**src/rtl/inst_pkg.sv**
```systemverilog
// rtl/inst_pkg.sv - mnemonic codes, opcode/func values and format selection for the instruction encoder
package inst_pkg;

    // Mnemonic codes; anything above MN_JAL is illegal and encodes as a nop.
    typedef enum logic [4:0] {
        MN_ADD  = 5'd0,
        MN_SUB  = 5'd1,
        MN_AND  = 5'd2,
        MN_OR   = 5'd3,
        MN_XOR  = 5'd4,
        MN_SLL  = 5'd5,
        MN_SRL  = 5'd6,
        MN_SRA  = 5'd7,
        MN_JR   = 5'd8,
        MN_ADDI = 5'd9,
        MN_ANDI = 5'd10,
        MN_ORI  = 5'd11,
        MN_XORI = 5'd12,
        MN_LW   = 5'd13,
        MN_SW   = 5'd14,
        MN_BEQ  = 5'd15,
        MN_BNE  = 5'd16,
        MN_LUI  = 5'd17,
        MN_J    = 5'd18,
        MN_JAL  = 5'd19
    } mnem_t;

    localparam logic [5:0] FN_ADD  = 6'b100000;
    localparam logic [5:0] FN_SUB  = 6'b100010;
    localparam logic [5:0] FN_AND  = 6'b100100;
    localparam logic [5:0] FN_OR   = 6'b100101;
    localparam logic [5:0] FN_XOR  = 6'b100110;
    localparam logic [5:0] FN_SLL  = 6'b000000;
    localparam logic [5:0] FN_SRL  = 6'b000010;
    localparam logic [5:0] FN_SRA  = 6'b000011;
    localparam logic [5:0] FN_JR   = 6'b001000;

    localparam logic [5:0] OP_ADDI = 6'b001000;
    localparam logic [5:0] OP_ANDI = 6'b001100;
    localparam logic [5:0] OP_ORI  = 6'b001101;
    localparam logic [5:0] OP_XORI = 6'b001110;
    localparam logic [5:0] OP_LW   = 6'b100011;
    localparam logic [5:0] OP_SW   = 6'b101011;
    localparam logic [5:0] OP_BEQ  = 6'b000100;
    localparam logic [5:0] OP_BNE  = 6'b000101;
    localparam logic [5:0] OP_LUI  = 6'b001111;
    localparam logic [5:0] OP_J    = 6'b000010;
    localparam logic [5:0] OP_JAL  = 6'b000011;

    localparam logic [31:0] NOP = 32'h0000_0000;

    typedef enum logic [1:0] {
        FMT_R    = 2'd0,
        FMT_I    = 2'd1,
        FMT_J    = 2'd2,
        FMT_NONE = 2'd3
    } fmt_t;

    typedef enum logic [1:0] {
        S_IDLE  = 2'd0,
        S_RUN   = 2'd1,
        S_DRAIN = 2'd2
    } state_t;

    // Codes are grouped R, then I, then J, so the format is a range test.
    function automatic fmt_t fmt_of(input logic [4:0] m);
        fmt_t f;
        if (m <= MN_JR)
            f = FMT_R;
        else if (m <= MN_LUI)
            f = FMT_I;
        else if (m <= MN_JAL)
            f = FMT_J;
        else
            f = FMT_NONE;
        return f;
    endfunction

endpackage

```
**src/rtl/inst_pack.sv**
```systemverilog
// rtl/inst_pack.sv - combinational mnemonic + fields to 32-bit MIPS word packer
module inst_pack
    import inst_pkg::*;
(
    input  logic [4:0]  mnem,
    input  logic [4:0]  rs,
    input  logic [4:0]  rt,
    input  logic [4:0]  rd,
    input  logic [4:0]  shamt,
    input  logic [15:0] imm,
    input  logic [25:0] target,
    output logic [31:0] word,
    output logic        illegal
);

    logic [5:0] code;
    logic [4:0] rs_eff;
    logic [4:0] rt_eff;
    logic [4:0] rd_eff;
    logic [4:0] sh_eff;
    fmt_t       fmt;

    // Select opcode/func, zero the fields a mnemonic does not use, then pack by format.
    always_comb begin
        code    = 6'b000000;
        rs_eff  = rs;
        rt_eff  = rt;
        rd_eff  = rd;
        sh_eff  = shamt;
        word    = NOP;
        illegal = 1'b0;
        fmt     = fmt_of(mnem);
        case (mnem)
            MN_ADD:  code = FN_ADD;
            MN_SUB:  code = FN_SUB;
            MN_AND:  code = FN_AND;
            MN_OR:   code = FN_OR;
            MN_XOR:  code = FN_XOR;
            MN_SLL:  begin code = FN_SLL; rs_eff = 5'd0; end
            MN_SRL:  begin code = FN_SRL; rs_eff = 5'd0; end
            MN_SRA:  begin code = FN_SRA; rs_eff = 5'd0; end
            MN_JR:   begin code = FN_JR; rt_eff = 5'd0; rd_eff = 5'd0; sh_eff = 5'd0; end
            MN_ADDI: code = OP_ADDI;
            MN_ANDI: code = OP_ANDI;
            MN_ORI:  code = OP_ORI;
            MN_XORI: code = OP_XORI;
            MN_LW:   code = OP_LW;
            MN_SW:   code = OP_SW;
            MN_BEQ:  code = OP_BEQ;
            MN_BNE:  code = OP_BNE;
            MN_LUI:  begin code = OP_LUI; rs_eff = 5'd0; end
            MN_J:    code = OP_J;
            MN_JAL:  code = OP_JAL;
            default: code = 6'b000000;
        endcase
        case (fmt)
            FMT_R:   word = {6'b000000, rs_eff, rt_eff, rd_eff, sh_eff, code};
            FMT_I:   word = {code, rs_eff, rt_eff, imm};
            FMT_J:   word = {code, target};
            default: begin word = NOP; illegal = 1'b1; end
        endcase
    end

endmodule

```
**src/rtl/inst_encoder.sv**
```systemverilog
// rtl/inst_encoder.sv - session-based instruction encoder streaming words into instruction memory
module inst_encoder
    import inst_pkg::*;
#(
    parameter int ADDR_W = 32,
    parameter int CNT_W  = 10
) (
    input  logic              clk,
    input  logic              rst_n,
    input  logic              start,
    input  logic [ADDR_W-1:0] base_addr,
    input  logic [CNT_W-1:0]  count,
    input  logic              req_valid,
    output logic              req_ready,
    input  logic [4:0]        mnem,
    input  logic [4:0]        rs,
    input  logic [4:0]        rt,
    input  logic [4:0]        rd,
    input  logic [4:0]        shamt,
    input  logic [15:0]       imm,
    input  logic [25:0]       target,
    output logic              mem_valid,
    input  logic              mem_ready,
    output logic [ADDR_W-1:0] mem_addr,
    output logic [31:0]       mem_wdata,
    output logic              busy,
    output logic              done,
    output logic              err
);

    state_t             state;
    logic [ADDR_W-1:0]  addr_cnt;
    logic [CNT_W-1:0]   remaining;
    logic [31:0]        enc_word;
    logic               enc_illegal;
    logic               accept;
    logic               drain;

    inst_pack u_pack (
        .mnem    (mnem),
        .rs      (rs),
        .rt      (rt),
        .rd      (rd),
        .shamt   (shamt),
        .imm     (imm),
        .target  (target),
        .word    (enc_word),
        .illegal (enc_illegal)
    );

    // A request can be taken when the buffer is empty or emptying this cycle.
    assign req_ready = (state == S_RUN) && (!mem_valid || mem_ready) && (remaining != '0);
    assign accept    = req_valid && req_ready;
    assign drain     = mem_valid && mem_ready;
    assign busy      = (state != S_IDLE);

    // Session FSM with address/word counters and the one-entry output buffer.
    always_ff @(posedge clk or negedge rst_n) begin
        if (!rst_n) begin
            state     <= S_IDLE;
            addr_cnt  <= '0;
            remaining <= '0;
            mem_valid <= 1'b0;
            mem_addr  <= '0;
            mem_wdata <= 32'h0;
            done      <= 1'b0;
            err       <= 1'b0;
        end else begin
            done <= 1'b0;
            case (state)
                S_IDLE: begin
                    if (start) begin
                        err <= 1'b0;
                        if (count != '0) begin
                            state     <= S_RUN;
                            addr_cnt  <= base_addr & ~ADDR_W'(3);
                            remaining <= count;
                        end else begin
                            done <= 1'b1;
                        end
                    end
                end
                S_RUN: begin
                    if (accept) begin
                        mem_valid <= 1'b1;
                        mem_wdata <= enc_word;
                        mem_addr  <= addr_cnt;
                        addr_cnt  <= addr_cnt + ADDR_W'(4);
                        remaining <= remaining - CNT_W'(1);
                        if (enc_illegal)
                            err <= 1'b1;
                        if (remaining == CNT_W'(1))
                            state <= S_DRAIN;
                    end else if (drain) begin
                        mem_valid <= 1'b0;
                    end
                end
                S_DRAIN: begin
                    if (drain) begin
                        mem_valid <= 1'b0;
                        state     <= S_IDLE;
                        done      <= 1'b1;
                    end
                end
                default: state <= S_IDLE;
            endcase
        end
    end

endmodule

```
**config.mk**
```make
export PLATFORM = sky130hd
export DESIGN_NAME = inst_encoder
export DESIGN_NICKNAME = d
export VERILOG_FILES = /design/src/rtl/inst_pkg.sv /design/src/rtl/inst_pack.sv /design/src/rtl/inst_encoder.sv
export SDC_FILE = /design/constraint.sdc
export NUM_CORES = 1
export LEC_CHECK = 0
export BUFFER_PORTS_ARGS = -buffer_cell sky130_fd_sc_hd__buf_2
export CAP_MARGIN = 40
export CORE_MARGIN = 3
export CORE_UTILIZATION = 47
export CTS_CLUSTER_SIZE = 14
export DETAILED_ROUTE_END_ITERATION = 8
export PLACE_DENSITY = 0.86
export SYNTH_ARGS = -nofsm -noshare
export SYNTH_HDL_FRONTEND = slang
export SYNTH_SLANG_ARGS = --single-unit
```
**constraint.sdc**
```tcl
create_clock -name clk -period 1.9 [get_ports clk]
set_input_delay 0.38 -clock clk [delete_from_list [all_inputs] [get_ports clk]]
set_output_delay 0.38 -clock clk [all_outputs]
set_load 0.01 [all_outputs]
```
==> run summary, run 1 <==
The run finished, with violations left. The checks that failed: negative setup slack. Setup repair after global routing could not meet its margin everywhere. During synthesis, Yosys emitted a total of 0 warnings. The number of cells produced by synthesis is 623. The number of nets with antenna violations after detailed routing came out at 0.

For this design the total switching power over the nets is 7.16 mW. The flip-flop and latch count after synthesis is 106. The most common cell after layout, fill and taps aside is buf_2. The cell area after layout came out at 9090 sq um.

The pre-CTS setup slack is -0.213 ns. Wire segments on met3 add up to 2700 um in the final route. In this run the horizontal extent of the chip is 116 um. The total number of vias came out at 6765. The clock net sink count came out at 106. The count of final setup violators is 82. Yosys mapped a number of flops with a built-in enable equal to 0. The placed instances occupy a cell area of 7440 sq um. The critical path is of the flip-flop to flip-flop type.

The leakage component of the power is 4.23 nW. Cells fill 78.0% of the core in the end. Across the routed clock network, the largest skew measured is 0.0127 ns. The DRC violations left came out at 0.

The maximum achievable frequency is 0.487 GHz. The largest net degree at the start of global routing is 72. The detail-routed via count per cell came out at 6.40. The global placement routability congestion is 0.917.

The synthesized area per cell came out at 9.17 sq um. STA classifies the critical path startpoint as a flip-flop. The total area inside the core boundary comes to 11700 sq um.

Sequential cells account for 26.8% of the total power. The number of I/O port buffers came out at 177. The detailed router finished its first iteration with 876 violations. The average detailed-routed wire length per instance came out at 22.7 um. Detailed placement finished with a half-perimeter wire length of 13200 um.

The TritonCTS clock tree is built. The overall global routing resource usage came out at 28.4%. The total grt overflow is 0. The power density relative to cell area came out at 1820 nW/um^2. The number of buffers and inverters on the critical path is 0. The number of buffers inserted during clock tree synthesis came out at 9. Hold is met by 0.304 ns. The fraction of synthesis flops using an asynchronous set or reset pin is 100%. For this block, wires on met1 add up to 8850 um. The met2 wire length came out at 11100 um. Compared with the post-synthesis result, the final layout area differs by 59.2%.

The hold violation count in the final report is 0. Row generation in the floorplan step produced 39 rows. In the layout the commonest cells are buf_2 (176), dfrtp_1 (103), buf_4 (92). The cell at the slowest stage of the critical path is or4_4. The number of buffers on the longest clock path is 2. The internal power consumption is 9.35 mW. The initial antenna violation count was 1.

Combinational logic is responsible for 61.3% of the overall power. For this configuration, the core starts out at a cell density of 49.0%. The floorplan step set the die height to 116 um. The via count of the first global-routing pass was 5962.

The worst setup path is captured at a flip-flop. Headroom to the max-slew limit came out at 48.3%. The worst vdd rail ir drop is 0.00110 V.

The total length of routed wires is 24000 um. The path class of the tightest hold or removal check is input pin to flip-flop. The count of boundary I/O pins came out at 183. The sequential area share after synthesis is 46.4%. The fraction of final layout cells with drive strength greater than 1 came out at 54.1%. The count of different cell masters after synthesis came out at 61. The clock transition at the registers of the reported paths came out at 0.07 ns. Traced cell by cell, the critical path runs through and4_4, nand4_1, or4_4, nor2_4, nor3_1, a311oi_2. The level count of the clock H-tree came out at 3. CTS placed an instance of clkbuf_16 at the clock tree root.

After layout, the worst setup slack is -0.153 ns. The insertion delay of the later-clocked pin in the worst-skew pair is 0.36 ns. The area of the die is 13500 sq um. The mapped netlist covers 5710 sq um. The final clock period utilization by the worst path came out at 108%. For this run, the detailed router's first-pass iteration total came to 8. The worst endpoint data arrival time came out at 2.31 ns. Of the total power, the share spent switching nets is 43.4%.

The time the worst path needs with I/O delays and setup is 2.05 ns. The topmost layer with routed signal wires is met4. The clock share of power is 12.0%. The total power after layout is 16.5 mW. The total of max-cap violations is 0. The max-slew violation count is 0. The delay of the slowest cell on the worst path is 0.55 ns.

The first-pass GRT wire length is 30200 um. The transition time at the pin with the least slew margin is 0.773 ns. The data required time at the worst endpoint is 2.16 ns.

The post-layout net count came out at 1030. The top flip-flop cell by instance count after synthesis is dfrtp_1. In this run the worst path has a maximum fanout of 6. The kind of cell with the highest combined delay along the critical path is simple AND/OR/NAND/NOR gates.
final cells by class:
cell class	count	area [sq um]
Timing Repair Buffer	313	2330
Fill cell	679	2570
Multi-Input combinational cell	461	3550
Clock buffer	13	260
Clock inverter	3	47.5
Tap cell	143	179
Inverter	17	68.8
Antenna cell	1	2.50
Sequential cell	106	2660
path summary, 6_finish.rpt:
| check | startpoint | to | slack (ns) | cells after the start |
|---|---|---|---|---|
| min | rs[1] | mem_wdata[22] | 0.30 | 3 |
| max | addr_cnt[9] | addr_cnt[29] | -0.15 | 6 |
| min reg2reg | mem_wdata[31] | mem_wdata[31] | 0.48 | 2 |
| min in group asynchronous | rst_n | mem_addr[13] | 0.57 | 3 |
| max in group asynchronous | rst_n | mem_wdata[10] | 0.94 | 3 |
| max reg2reg | addr_cnt[9] | addr_cnt[29] | -0.15 | 6 |
synthesized netlist by cell type (4+ instances only):
master     instances  share of area, %
o21ai_0           60               5.3
clkbuf_1          23               1.5
nor4_1             5              0.55
nor3b_1            4              0.53
nand4_1           11               1.2
mux2_2            28               5.5
nand3_1           27               2.4
a31oi_1            4              0.44
mux2i_1            4              0.70
a2bb2oi_1          7               1.1
and2_1             6              0.66
o22ai_1           15               1.6
nor2_1            36               2.4
dfrtp_1          106                46
a222oi_1          10               1.8
a21oi_1           60               5.3
buf_4              4              0.53
buf_2             13               1.1
inv_1             17               1.1
ha_1               8               1.8
a22oi_1           12               1.6
nand2b_1           5              0.55
nor3_1            15               1.3
o32ai_1            5              0.77
nand2_1           82               5.4
routing by layer:
metal | vias to the layer above | track usage (%)
met5 | - | 0
met4 | 0 | 12.7
li1 | 2865 | -
met2 | 553 | 45.3
met1 | 3216 | 36.5
met3 | 131 | 7.41
flip-flops by register name (all words and copies together), names as in the netlist:
| signal | count |
|---|---|
| addr_cnt | 30 |
| done | 1 |
| err | 1 |
| mem_addr | 30 |
| mem_valid | 1 |
| mem_wdata | 31 |
| remaining | 10 |
| state | 2 |
timing repair:
action | CTS | global route
pin swaps | 13 | 54
endpoints found under the hold margin | 24 | 0
endpoints found under the setup margin | 101 | 102
resized for setup | 59 | 182
cloned | 4 | 15
hold buffers | 1 | 0
buffers inserted | 10 | 13
cells by family after synthesis:
group	Yosys count	share of synthesized area [%]
AOI/OAI and AO/OA	203	22.2
xor gates and xnor gates	3	0.460
adders and majority gates	8	1.75
buffers and inverters	60	4.62
DFF	106	46.4
muxes	32	6.22
other	1	0.0656
and+or+nand+nor	210	18.2
power groups by stage:
stage                     sequential, mW  clock [mW]  combinational (mW)
after floorplan                     4.47           0                3.45
after global placement              4.11           0                6.50
after detailed placement            4.17           0                6.71
after CTS                           4.15        1.97                7.60
after global routing                4.51        2.06                10.6
final                               4.42        1.98                10.1
through the flow:
step	TNS (ns)	cells
2_1_floorplan	-0.0935	625
3_3_place_gp	-4.33	998
3_5_place_dp	-8.54	998
4_1_cts	-2.18	1029
5_1_grt	-8.30	1057
6_report	-4.93	1057
worst register-to-register path, stage by stage (launching register included):
cell and delay, ns:
dfrtp_2 0.44, and4_4 0.29, nand4_1 0.21, or4_4 0.55
nor2_4 0.15, nor3_1 0.07, a311oi_2 0.26
(Power assumes the default switching activity.)
==> inputs of run 2 (changes only) <==
ABC_AREA = 0   (was unset)
CORE_ASPECT_RATIO = 0.6   (was unset)
RECOVER_POWER = 50   (was unset)
==> run 2 against run 1 <==
The flow still finishes with violations (negative setup slack). Flip-flop and latch count stayed put. Critical path depth is 1 higher. Sequential power down 4%. First-iteration DRC count decreased by 14%. Core utilization fell by 2.5 points. Global-route usage fell by 1.7 points. Register-to-register slack lost 0.02 ns. Final cell count increased by 0.76%. Highest routed layer unchanged.
==> run summary, run 2 (synthesis gave the netlist of run 1 again) <==
The area of the die came to 13600 sq um (+0.32%). The total length of routed wires came out at 21700 um (-9.9%). The worst vdd rail ir drop is 0.00107 V (-2.9%). The final clock period utilization by the worst path is 109% (+1.3 points).

The checks that failed: negative setup slack. The reported net switching power is 6.49 mW (-9.3%). The post-detailed-placement cell area is 7470 sq um (+0.49%). The worst setup path category is flip-flop to flip-flop. The first-pass GRT wire length is 29300 um (-3.0%). The critical path endpoint category is a flip-flop. The path class of the lowest-slack min-delay path is input pin to flip-flop. The power density relative to cell area is 1760 nW/um^2 (-3.1%). The post-layout net count is 1022 (-0.78%). The biggest fanout along the worst timing path is 14 (+8). The initial antenna violation count is 0 (-1). The via count of the first global-routing pass is 5843 (-2.0%).

The final hold slack came out at 0.291 ns (-0.0132 ns). The total of max-cap violations came out at 0 (unchanged). The core area is 11600 sq um (-0.87%). The insertion delay of the later-clocked pin in the worst-skew pair came out at 0.36 ns (about the same).

The largest registers in the layout are mem_wdata x31, addr_cnt x30, mem_addr x30. The path with the worst hold slack has its endpoint at mem_wdata[0]. The effective utilization at floorplan is 49.4% (+0.43 points). The clock net sink count came out at 106 (unchanged). The maximum achievable frequency is 0.481 GHz (-1.2%). The number of nets with antenna violations after detailed routing came to 0 (unchanged). The worst hold path depth came to 3 (unchanged). The number of placement rows was 30 (-23%). The total inserted antenna cells came out at 0 (-1). The area added between synthesis and finish came out at 52.6%. The most numerous cell type found on the critical path is and2_4. The total power after layout came out at 15.3 mW (-7.1%).

The x dimension of the die came out at 148 um (+28%). The flip-flop count of the largest register after layout was 31 (unchanged). The global placement routability congestion came out at 0.943 (+2.8%). The clock share of power is 12.1% (about the same). The max-slew violation count came to 0 (unchanged).

The data required time at the worst endpoint came out at 2.15 ns (about the same). The worst setup slack for register-to-register paths came out at -0.18 ns (-0.02 ns). The leakage component of the power came out at 4.11 nW (-2.6%). The cell count of the worst reg-to-reg path is 7 (+1). The pre-CTS setup slack is -0.157 ns (+0.0559 ns).

The average detailed-routed wire length per instance is 20.3 um (-11%). The total half-perimeter wirelength after legalization and detailed placement came out at 13600 um (+3.0%). The number of buffers inserted during clock tree synthesis is 9 (unchanged).

The largest individual stage delay along the critical path comes from the cell dfrtp_1. The worst endpoint data arrival time came to 2.33 ns (+0.02 ns). The number of I/O port buffers came out at 177 (unchanged). The worst register-to-register path begins at remaining[9]. The power share of the combinational group is 60.4% (-0.9 points).

The internal power consumption came to 8.85 mW (-5.3%). The worst clock skew came out at 0.0114 ns (-0.00126 ns). The largest net degree at the start of global routing came out at 50 (-31%). The clock transition at the registers of the reported paths is 0.08 ns (about the same). In this run the worst setup path begins at remaining[9]. The number of buffers on the longest clock path came out at 2 (unchanged). The worst hold path begins at imm[0]. The transition time at the pin with the least slew margin is 1.01 ns (+0.238 ns).

The detail-routed via count per cell is 6.11 (-4.5%). The overall global routing resource usage came out at 26.7% (-1.7 points). The fraction of final layout cells with drive strength greater than 1 is 48.0% (-6.2 points). The hold violation count in the final report was 0 (unchanged). The initial detailed-routing violation count came out at 757 (-14%). The run finished, with violations left. Setup repair after global routing could not meet its margin everywhere. The share of total power in sequential cells came out at 27.5% (+0.7 points). The final worst slack came out at -0.177 ns (-0.0245 ns).

The total grt overflow came to 0 (unchanged). The most flop-heavy register is mem_wdata. The cell area after layout came out at 8720 sq um (-4.1%). The relative max-transition margin came out at 32.6% (-16 points).

The switching fraction of total power was 42.3% (-1.1 points). The core utilization of the finished layout is 75.4% (-2.5 points). The DRC violations left came out at 0 (unchanged). The worst setup path is launched from a flip-flop. The die extent in y came out at 91.4 um (-21%). The number of optimization iterations in the first detailed-route pass is 9 (+1).

The total number of vias was 6509 (-3.8%). The count of boundary I/O pins came out at 183 (unchanged). TritonCTS built the clock tree. The level count of the clock H-tree came out at 3 (unchanged).

The endpoint identified for the worst register-to-register timing path is addr_cnt[29]. The count of final setup violators is 81 (-1.2%). The top cell types in the final layout, fill and taps aside, are buf_2 (175), dfrtp_1 (104), buf_4 (95). The most common cell after layout, fill and taps aside is buf_2. The time the worst path needs with I/O delays and setup is 2.08 ns (+0.0245 ns). The critical path goes through nor4_4, buf_4, nand4_1, and2_4, and2_4, buf_12, a311oi_2. The tree is rooted in a clkbuf_16. The delay of the slowest cell on the worst path came out at 0.41 ns (-0.14 ns).
-- run 2: changes by cell type in the layout (fill, tap and decap cells not counted), moves of 5 or more --
cell,change
a21oi_1,+10
a21oi_2,-11
mux2_4,+5
nand2_4,-16
o21ai_2,-17
nand2_1,+16
mux2_2,-5
o21ai_0,-5
o21ai_1,+22
buf_6,-5
-- run 2: per-stage QoR --
| step | instances | TNS (ns) |
|---|---|---|
| 6_report | 1065 | -4.57 |
| 3_5_place_dp | 1012 | -3.59 |
| 5_1_grt | 1065 | -9.87 |
| 2_1_floorplan | 625 | -0.0935 |
| 3_3_place_gp | 1012 | -1.60 |
| 4_1_cts | 1039 | -0.204 |
-- run 2: metal layers --
layer	track usage [%]	part of all wire (%)
met5	0	0
met4	8.46	2.6
met3	5.89	11
met2	38.6	44
met1	39.6	42
-- run 2: final cells by class --
cell class | instances | area (sq um)
Multi-Input combinational cell | 459 | 3300
Fill cell | 815 | 2840
Sequential cell | 106 | 2660
Timing Repair Buffer | 307 | 2220
Clock buffer | 10 | 229
Tap cell | 160 | 200
Inverter | 17 | 68.8
Clock inverter | 6 | 56.3
-- run 2: power by group through the flow --
stage	registers [mW]	logic, mW	clock network [mW]
after detailed placement	4.15	6.82	0
after global routing	4.37	9.81	1.95
after global placement	4.11	6.58	0
after CTS	4.12	7.21	1.87
final	4.23	9.26	1.85
after floorplan	4.47	3.45	0
-- run 2: repair_timing --
| action | in CTS | in global routing |
|---|---|---|
| setup buffers | 10 | 12 |
| gates cloned | 0 | 14 |
| endpoints found under the setup margin | 84 | 102 |
| hold endpoints to repair | 15 | 0 |
| pin swaps | 8 | 20 |
| resized for setup | 25 | 144 |
| hold buffers | 1 | 0 |
-- run 2: worst max path at each step --
stage                     slack [ns]            to
final                          -0.18  addr_cnt[29]
after global routing           -0.25  addr_cnt[22]
after CTS                       -0.1     req_ready
after detailed placement       -0.16  remaining[2]
after global placement         -0.10  remaining[6]
after floorplan                -0.05  remaining[7]
-- run 2: worst max-delay path, delay by kind of cell, from the launching register on --
kind	cells	cell delay, ns
compound gates	1	0.26
buf+inv	2	0.33
flops	1	0.41
simple gates	4	0.98
